$ cat src/rtl/aprecv_spi_pkg.sv
// Shared types and word width for the SPI result-transmit slice.
package aprecv_spi_pkg;

    localparam int APREC_WORD_W = 10;

    typedef enum logic [1:0] {IDLE, LOAD, SHIFT} spi_tx_state_t;

endpackage

$ cat src/rtl/spi_sync_edge.sv
// Multi-stage synchroniser for an asynchronous pin, with one-cycle rise/fall strobes.
module spi_sync_edge #(
    parameter int   SYNC_STAGES = 2,
    parameter logic RESET_VAL   = 1'b0
) (
    input  logic main_clk,
    input  logic rst,
    input  logic async_in,
    output logic level,
    output logic rise,
    output logic fall
);

    logic [SYNC_STAGES-1:0] stages;
    logic                   level_d;

    always_ff @(posedge main_clk or posedge rst) begin
        if (rst) begin
            stages  <= {SYNC_STAGES{RESET_VAL}};
            level_d <= RESET_VAL;
        end else begin
            stages  <= {stages[SYNC_STAGES-2:0], async_in};
            level_d <= stages[SYNC_STAGES-1];
        end
    end

    assign level = stages[SYNC_STAGES-1];
    assign rise  = level & ~level_d;
    assign fall  = ~level & level_d;

endmodule

$ cat src/rtl/spi_slave_tx.sv
// SPI mode-0 slave transmitter: buffers datapath words in a small FIFO and shifts them out MSB-first.
module spi_slave_tx
    import aprecv_spi_pkg::*;
#(
    parameter int DATA_W      = APREC_WORD_W,
    parameter int FIFO_DEPTH  = 4,
    parameter int SYNC_STAGES = 2
) (
    input  logic              main_clk,
    input  logic              rst,
    input  logic [DATA_W-1:0] data_i,
    input  logic              valid_i,
    output logic              ready_o,
    input  logic              sclk_i,
    input  logic              cs_i,
    output logic              sdo_o,
    output logic              frame_done_o,
    output logic              underrun_o
);

    localparam int PTR_W = $clog2(FIFO_DEPTH);
    localparam int CNT_W = PTR_W + 1;
    localparam int BIT_W = $clog2(DATA_W + 1);

    logic sclk_level_unused, sclk_rise, sclk_fall;
    logic cs_level, cs_rise, cs_fall;

    spi_sync_edge #(.SYNC_STAGES(SYNC_STAGES), .RESET_VAL(1'b0)) u_sclk_sync (
        .main_clk (main_clk),
        .rst      (rst),
        .async_in (sclk_i),
        .level    (sclk_level_unused),
        .rise     (sclk_rise),
        .fall     (sclk_fall)
    );

    spi_sync_edge #(.SYNC_STAGES(SYNC_STAGES), .RESET_VAL(1'b1)) u_cs_sync (
        .main_clk (main_clk),
        .rst      (rst),
        .async_in (cs_i),
        .level    (cs_level),
        .rise     (cs_rise),
        .fall     (cs_fall)
    );

    logic [DATA_W-1:0] mem [FIFO_DEPTH];
    logic [PTR_W-1:0]  wr_ptr, rd_ptr;
    logic [CNT_W-1:0]  count;
    logic              push, pop;

    assign ready_o = (count != CNT_W'(FIFO_DEPTH));
    assign push    = valid_i && ready_o;

    always_ff @(posedge main_clk) begin
        if (push) mem[wr_ptr] <= data_i;
    end

    always_ff @(posedge main_clk or posedge rst) begin
        if (rst) begin
            wr_ptr <= '0;
            rd_ptr <= '0;
            count  <= '0;
        end else begin
            if (push) wr_ptr <= wr_ptr + 1'b1;
            if (pop)  rd_ptr <= rd_ptr + 1'b1;
            case ({push, pop})
                2'b10:   count <= count + 1'b1;
                2'b01:   count <= count - 1'b1;
                default: count <= count;
            endcase
        end
    end

    spi_tx_state_t     state, state_next;
    logic [DATA_W-1:0] shreg, shreg_next;
    logic [BIT_W-1:0]  bitcnt, bitcnt_next;
    logic              reload, reload_next;
    logic              frame_done_next, underrun_next;

    always_ff @(posedge main_clk or posedge rst) begin
        if (rst) begin
            state        <= IDLE;
            shreg        <= '0;
            bitcnt       <= '0;
            reload       <= 1'b0;
            frame_done_o <= 1'b0;
            underrun_o   <= 1'b0;
        end else begin
            state        <= state_next;
            shreg        <= shreg_next;
            bitcnt       <= bitcnt_next;
            reload       <= reload_next;
            frame_done_o <= frame_done_next;
            underrun_o   <= underrun_next;
        end
    end

    // A cs release overrides everything; the partially sent word is simply dropped.
    always_comb begin
        state_next      = state;
        shreg_next      = shreg;
        bitcnt_next     = bitcnt;
        reload_next     = reload;
        frame_done_next = 1'b0;
        underrun_next   = 1'b0;
        pop             = 1'b0;
        if (cs_rise) begin
            state_next  = IDLE;
            bitcnt_next = '0;
            reload_next = 1'b0;
        end else begin
            case (state)
                IDLE: begin
                    if (cs_fall) state_next = LOAD;
                end
                LOAD: begin
                    if (count != '0) begin
                        pop        = 1'b1;
                        shreg_next = mem[rd_ptr];
                    end else begin
                        shreg_next    = '0;
                        underrun_next = 1'b1;
                    end
                    bitcnt_next = '0;
                    reload_next = 1'b0;
                    state_next  = SHIFT;
                end
                SHIFT: begin
                    if (sclk_rise) begin
                        bitcnt_next = bitcnt + 1'b1;
                        if (bitcnt == BIT_W'(DATA_W - 1)) begin
                            frame_done_next = 1'b1;
                            reload_next     = 1'b1;
                        end
                    end else if (sclk_fall) begin
                        if (reload) state_next = LOAD;
                        else        shreg_next = {shreg[DATA_W-2:0], 1'b0};
                    end
                end
                default: state_next = IDLE;
            endcase
        end
    end

    assign sdo_o = (state == SHIFT) && !cs_level && shreg[DATA_W-1];

endmodule
$ cat config.mk
export PLATFORM = sky130hd
export DESIGN_NAME = spi_slave_tx
export DESIGN_NICKNAME = d
export VERILOG_FILES = /design/src/rtl/aprecv_spi_pkg.sv /design/src/rtl/spi_sync_edge.sv /design/src/rtl/spi_slave_tx.sv
export SDC_FILE = /design/constraint.sdc
export NUM_CORES = 1
export LEC_CHECK = 0
export CAP_MARGIN = 20
export CORE_UTILIZATION = 62
export CTS_CLUSTER_SIZE = 14
export DETAILED_ROUTE_END_ITERATION = 8
export HOLD_SLACK_MARGIN = 0.12
export PLACE_DENSITY = 0.83
export SYNTH_ARGS = -nofsm -noshare
export SYNTH_HDL_FRONTEND = slang
export SYNTH_HIERARCHICAL = 1
export SYNTH_SLANG_ARGS = --single-unit
$ cat constraint.sdc
create_clock -name main_clk -period 4.2 [get_ports main_clk]
set_input_delay 0.84 -clock main_clk [delete_from_list [all_inputs] [get_ports main_clk]]
set_output_delay 0.84 -clock main_clk [all_outputs]
set_load 0.02 [all_outputs]
[Yosys cells after proc, flatten, opt, wreduce, memory -nomap -nowiden]
Memory sizes are Yosys's and may differ from the RTL's.
Index checks and enable logic that the tools add are counted.
Storage, ports and cells
  register bits: 32
  memory bits (writable): 40
  output and inout port bits: 4
  memories kept: 1
Operators by class
  add/subtract/negate cells: 5
  equal/unequal tests: 15
  multiplexer cells: 31
  bitwise gates (word level): 9
  reduce and logical (&&, ||, !) cells: 13
Memory list
  mem: words 4, bits a word 10, read ports 1, clocked after Yosys merged registers in 0, wr ports 1, line spi_slave_tx.sv:46  | logic [DATA_W-1:0] mem [FIFO_DEPTH];
Operators by type and width (count)
  $mux W10: 4
  $ne A3 B3 Y1 const B: 7
  $pmux W10 S2: 1
  $mux W1: 15
  $mux W2: 5
  $mux W4: 2
  $pmux W4 S2: 1
  $ne A2 B2 Y1 const B: 3
  $pmux W2 S3: 1
  $pmux W3 S2: 1
  $reduce_bool A3 Y1: 2
  $not A1 Y1: 5
  $reduce_and A5 Y1: 1
  $add A2 B1 Y2 const B: 2
  $add A4 B1 Y4 const B: 1
  $and A1 B1 Y1: 4
  $eq A2 B1 Y1 const B: 2
  $eq A2 B2 Y1 const B: 2
  $eq A4 B4 Y1 const B: 1
  $reduce_and A4 Y1: 1
  $reduce_bool A2 Y1: 2
  $add A3 B1 Y3 const B: 1
  $logic_and A1 B1 Y1: 3
  $reduce_and A3 Y1: 1
  5 further kinds: 5

[Logic depth before layout (Yosys ltp)]
  depth after elaboration: 6
  depth in mapped cells: 10

[Hierarchy]
Netlist, hierarchy kept.
By module, submodules not included
  spi_slave_tx: times used 1, cells each 193, area each 2825.2 µm², sequential area each 1851.8 µm²
  spi_sync_edge (u_cs_sync): times used 1, cells each 6, area each 97.6 µm², sequential area each 78.8 µm²
  spi_sync_edge (u_sclk_sync): times used 1, cells each 6, area each 93.8 µm², sequential area each 75.1 µm²

[Worst setup path after synthesis]
OpenSTA, ideal clock, no wires.
  kind: flip-flop to output port
  start: register state[0]
  end: output port sdo_o
  arrival: 1.299 ns
  setup slack: 2.061 ns
  cell stages (with the launch flop): 6
  path through: dfrtp_1 > inv_1 > ha_1 > clkbuf_1 > nand2_1 > nor2_1
Between the ends
  word-level cells in the longest chain between the ends: 3
Ends and longest elaborated chain
  start: declaration: line spi_slave_tx.sv:74  | spi_tx_state_t state, state_next;
  start signal: assignment: line spi_slave_tx.sv:89  | state <= state_next;
  $eq A2 B2 Y1: line spi_slave_tx.sv:145  | assign sdo_o = (state == SHIFT) && !cs_level && shreg[DATA_W-1];
  $logic_and A1 B1 Y1 (2 in series): line spi_slave_tx.sv:145
  end: declaration: line spi_slave_tx.sv:16  | output logic sdo_o,
No other way between the ends.

[Worst setup path in the final report]
Same ends and word-level chain as after synthesis.

==> impl.org <==
** Status
- Run status :: complete, no violations

** Critical path
- STA puts the critical path data required time at 3.36 ns.
- Worst setup EP type :: primary output
- STA puts the critical path data arrival time at 2.35 ns.
- The number of cells on the worst reg-to-reg path is 10.
- The worst register-to-register path ends at count[2]$_DFFE_PP0P_.
- Worst-path fanout max :: 22
- Worst path slowest cell :: sky130_fd_sc_hd__ha_1
- CP cell instances :: inv_1 -> ha_1 -> nand2_1 -> nor2_1 -> clkdlybuf4s50_1
- CP Launch Type :: flop
- Startpoint-to-endpoint class of the critical path :: flop to primary output
- Largest stage delay on the critical path :: 0.67 ns
- Worst reg2reg startpoint :: u_cs_sync/level_d$_DFF_PP1_
- Reg2reg setup slack :: 1.91 ns

** Routing
- Count of vias placed by the detailed router :: 1629
- Before antenna repair, the detailed router went through 4 iterations.
- Drt total wl :: 4700 um
- In the routed design, unresolved DRC markers number 0.
- In the routed layout, each cell is associated on average with a via count of 5.66.
- The detailed router finished its first iteration with 94 violations.
- The count of nets left with antenna violations once routing finished came out at 0.
- After detailed routing, the average wire length per cell comes to 16.3 um.

** Pwr
- Net switching power :: 0.000778 W
- Of the total power, the share spent switching nets is 0.333.
- Of the total power, combinational logic draws 0.313.
- Sequential Power Share :: 0.461
- Total leakage power :: 1.36 nW
- PwrDens :: 675 nW/um2
- Clock group share of total power :: 0.226
- Internal Pwr Total :: 0.00156 W
- Peak supply drop :: 0.396 mV

** STA
- In the post-route analysis, the smallest setup slack over all paths is 1.01 ns.
- The number of pins exceeding their max-slew limit in the final report came to 0.
- Summed negative setup slack over all endpoints :: 0 ns
- Across the routed clock network, the largest skew measured is 0.00734 ns.
- The final hold violation count is 0.
- For the pin with the worst max-slew slack, the measured transition is 0.842 ns.
- Dividing the final minimum period by the clock period gives 0.761.
- Setup repair after global routing left no endpoint under its margin.
- For this run, the top clock speed supported by timing is 313 MHz.
- In this run the tightest slew margin relative to its limit is 0.438.
- Total setup violations reported at the end of the flow :: 0
- Subtracting the final worst setup slack from the clock period gives 3.19 ns.

** Logic synthesis
- Counting distinct cell types in the post-synthesis netlist gives 37.
- Counting flops with a built-in enable in the synthesized netlist gives 40.
- sky130_fd_sc_hd__edfxtp_1 takes more of the synthesized area than any other cell.
- Synthesis-stage register bit count :: 72
- Yosys synthesis warning count :: 6
- In the synthesized netlist the async set-or-reset flop fraction comes to 0.444.
- In this run the mean area of a mapped cell was 14.7 um2.
- Sequential-to-total area share from yosys stat :: 0.665
- Most numerous cell types in the synthesized netlist :: sky130_fd_sc_hd__edfxtp_1 (40), sky130_fd_sc_hd__dfrtp_1 (29), sky130_fd_sc_hd__nor2_1 (20)
- Synth Instances :: 205
- Most instantiated flip-flop cell in the synthesis netlist :: sky130_fd_sc_hd__edfxtp_1
- Net count after synthesis :: 231
- Of the post-synthesis cell area, the dominant cell type holds 0.398.
- Ranked by total cell area, the synthesized netlist is headed by sky130_fd_sc_hd__edfxtp_1 (40%), sky130_fd_sc_hd__dfrtp_1 (24%), sky130_fd_sc_hd__mux4_2 (5.2%).
- After synthesis the cells add up to 3020 um2.
- Dominant cell by count in the synthesized netlist :: sky130_fd_sc_hd__edfxtp_1

** CTS
- TritonCTS built the clock tree.
- Number of clock sinks seen by CTS :: 72
- Clock input transition at the sequential cells of the worst setup and hold paths :: 0.07 ns
- Post-CTS setup buffer count :: 0
- Clock tree synthesis selected as its root buffer the cell sky130_fd_sc_hd__clkbuf_8.
- In this run the deepest clock path goes through 2 buffers.
- Max H-tree Level :: 3
- CTS hold repair buffers :: 0
- Number of instances resized during post-cts repair :: 0
- In this run, CTS created clock tree buffers numbering 9.
- The later pin in the worst-skew pair is clocked with a latency of 0.34 ns.

** Finish
- Fraction of final layout cells sized beyond drive strength 1 :: 0.145
- Number of nets in the finished design :: 255
- Area Growth Syn to Fin :: 14.5%
- The number of antenna diodes in the final layout is 0.
- Finished layout cell area :: 3450 um2
- Non-filler cells in the finished layout :: 288

** Flow run
- Across the run, the number of max-cap violations was 0.

** Floorplan
- After floorplanning, the core was sized to cover 4690 um2.
- Horiz. Die Dim :: 71.8 um
- Die footprint :: 5150 um2
- The floorplan has 25 rows.
- I/O pin count :: 19
- Overall die height :: 71.8 um
- For this configuration, the core starts out at a cell density of 0.643.

** Worst hold path
- Startpoint of the worst hold path :: u_cs_sync/stages[0]$_DFF_PP1_
- The path with the worst hold slack has its endpoint at u_cs_sync/stages[1]$_DFF_PP1_.
- The worst hold path was traced through 0 stages.
- Type of the tightest min-delay check :: flop to flop

** Global route
- Entering global routing, the biggest net connects 27 pins.
- Met2 layer usage reported by global route :: 0.339
- The number of global-route vias before repair was 1649.
- The global routing stage identified its most utilized layer as met2.
- Global-route wire length before repair :: 7530 um
- Total global-route track usage :: 0.205
- Met1 global-route usage :: 0.243
- For this run, global-route usage on met3 was measured as 0.0774.
- Total overflow reported by the global router :: 0
- Initial antenna violation count :: 0

** Placed design
- Once detailed placement completed, the half-perimeter wirelength came to 3060 um.
- Buffers added on ports :: 18
- Final RePlAce weighted congestion :: 0.745
- Place WS :: 1.39 ns
- Including well taps, the total number of placed cells is 271.
- Total placed instance area :: 3230 um2
logic make-up after synthesis:
| logic type | count (synthesis) | synth area share |
|---|---|---|
| compound gates | 31 | 0.0630 |
| xor+xnor | 7 | 0.0203 |
| fa+ha+maj | 11 | 0.0481 |
| buf+inv | 21 | 0.0311 |
| flops | 72 | 0.665 |
| mux | 13 | 0.0888 |
| simple gates | 50 | 0.0838 |
power by group through the flow:
stage	clock [W]	sequential, W	combinational, W
floorplan	0	0.00102	0.000634
global placement	0	0.00108	0.000699
detailed placement	0	0.00109	0.000728
CTS	0.000540	0.00108	0.000728
global route	0.000574	0.00110	0.000819
finish	0.000526	0.00108	0.000730
per-layer routing:
layer  share of wire  wire length, um
met5               0                0
met4           0.010               49
met3           0.034              159
met2            0.53             2470
met1            0.43             2020
registers in the layout (all words and copies together) (netlist names), 2 cells and up:
signal	count
bitcnt	4
count	3
mem	40
rd_ptr	2
shreg	10
state	2
u_cs_sync/stages	2
u_sclk_sync/stages	2
wr_ptr	2
worst max path at each step:
stage                          from     to  slack, ns  cells after the start
2_1_floorplan  state[0]$_DFFE_PP0P_  sdo_o       2.06                      5
3_3_place_gp   state[0]$_DFFE_PP0P_  sdo_o       1.44                      5
3_5_place_dp   state[0]$_DFFE_PP0P_  sdo_o       1.39                      5
4_1_cts        state[0]$_DFFE_PP0P_  sdo_o       1.02                      5
5_1_grt        state[0]$_DFFE_PP0P_  sdo_o       0.82                      5
6_report       state[0]$_DFFE_PP0P_  sdo_o       1.01                      5
worst max-delay path: cells and delay by family, from the launching register on:
family	cells	cell delay, ns
AND/OR/NAND/NOR	2	0.22
buffers and inverters	2	0.71
flip-flops	1	0.42
adder cells (fa/ha/maj)	1	0.67
final cells by class:
cell class,instances,area [um2]
sequential,72,2010
inverter,14,52.6
clock inverter,6,68.8
fill,306,1240
timing repair buffer,20,215
multi-input combinational,112,917
clock buffer,10,128
tap,54,67.6
placed cells by master (no fill, tap or decap), drive strengths merged, types with 6 or more instances in the layout:
| cell type | count |
|---|---|
| inv | 15 |
| edfxtp | 40 |
| a22oi | 9 |
| a21oi | 16 |
| ha | 10 |
| dfrtp | 29 |
| nor2 | 21 |
| clkdlybuf4s50 | 18 |
| clkbuf | 10 |
| nand2 | 6 |
| mux4 | 10 |
stage by stage:
step | power [W] | hold slack (ns) | util
after floorplan | 0.00166 | 0.331 | -
after global placement | 0.00178 | 0.346 | 0.689
after detailed placement | 0.00182 | 0.348 | 0.689
after CTS | 0.00235 | 0.362 | 0.730
after global routing | 0.00249 | 0.363 | 0.736
final | 0.00233 | 0.356 | 0.736
Power figures use the tool's default switching activity.
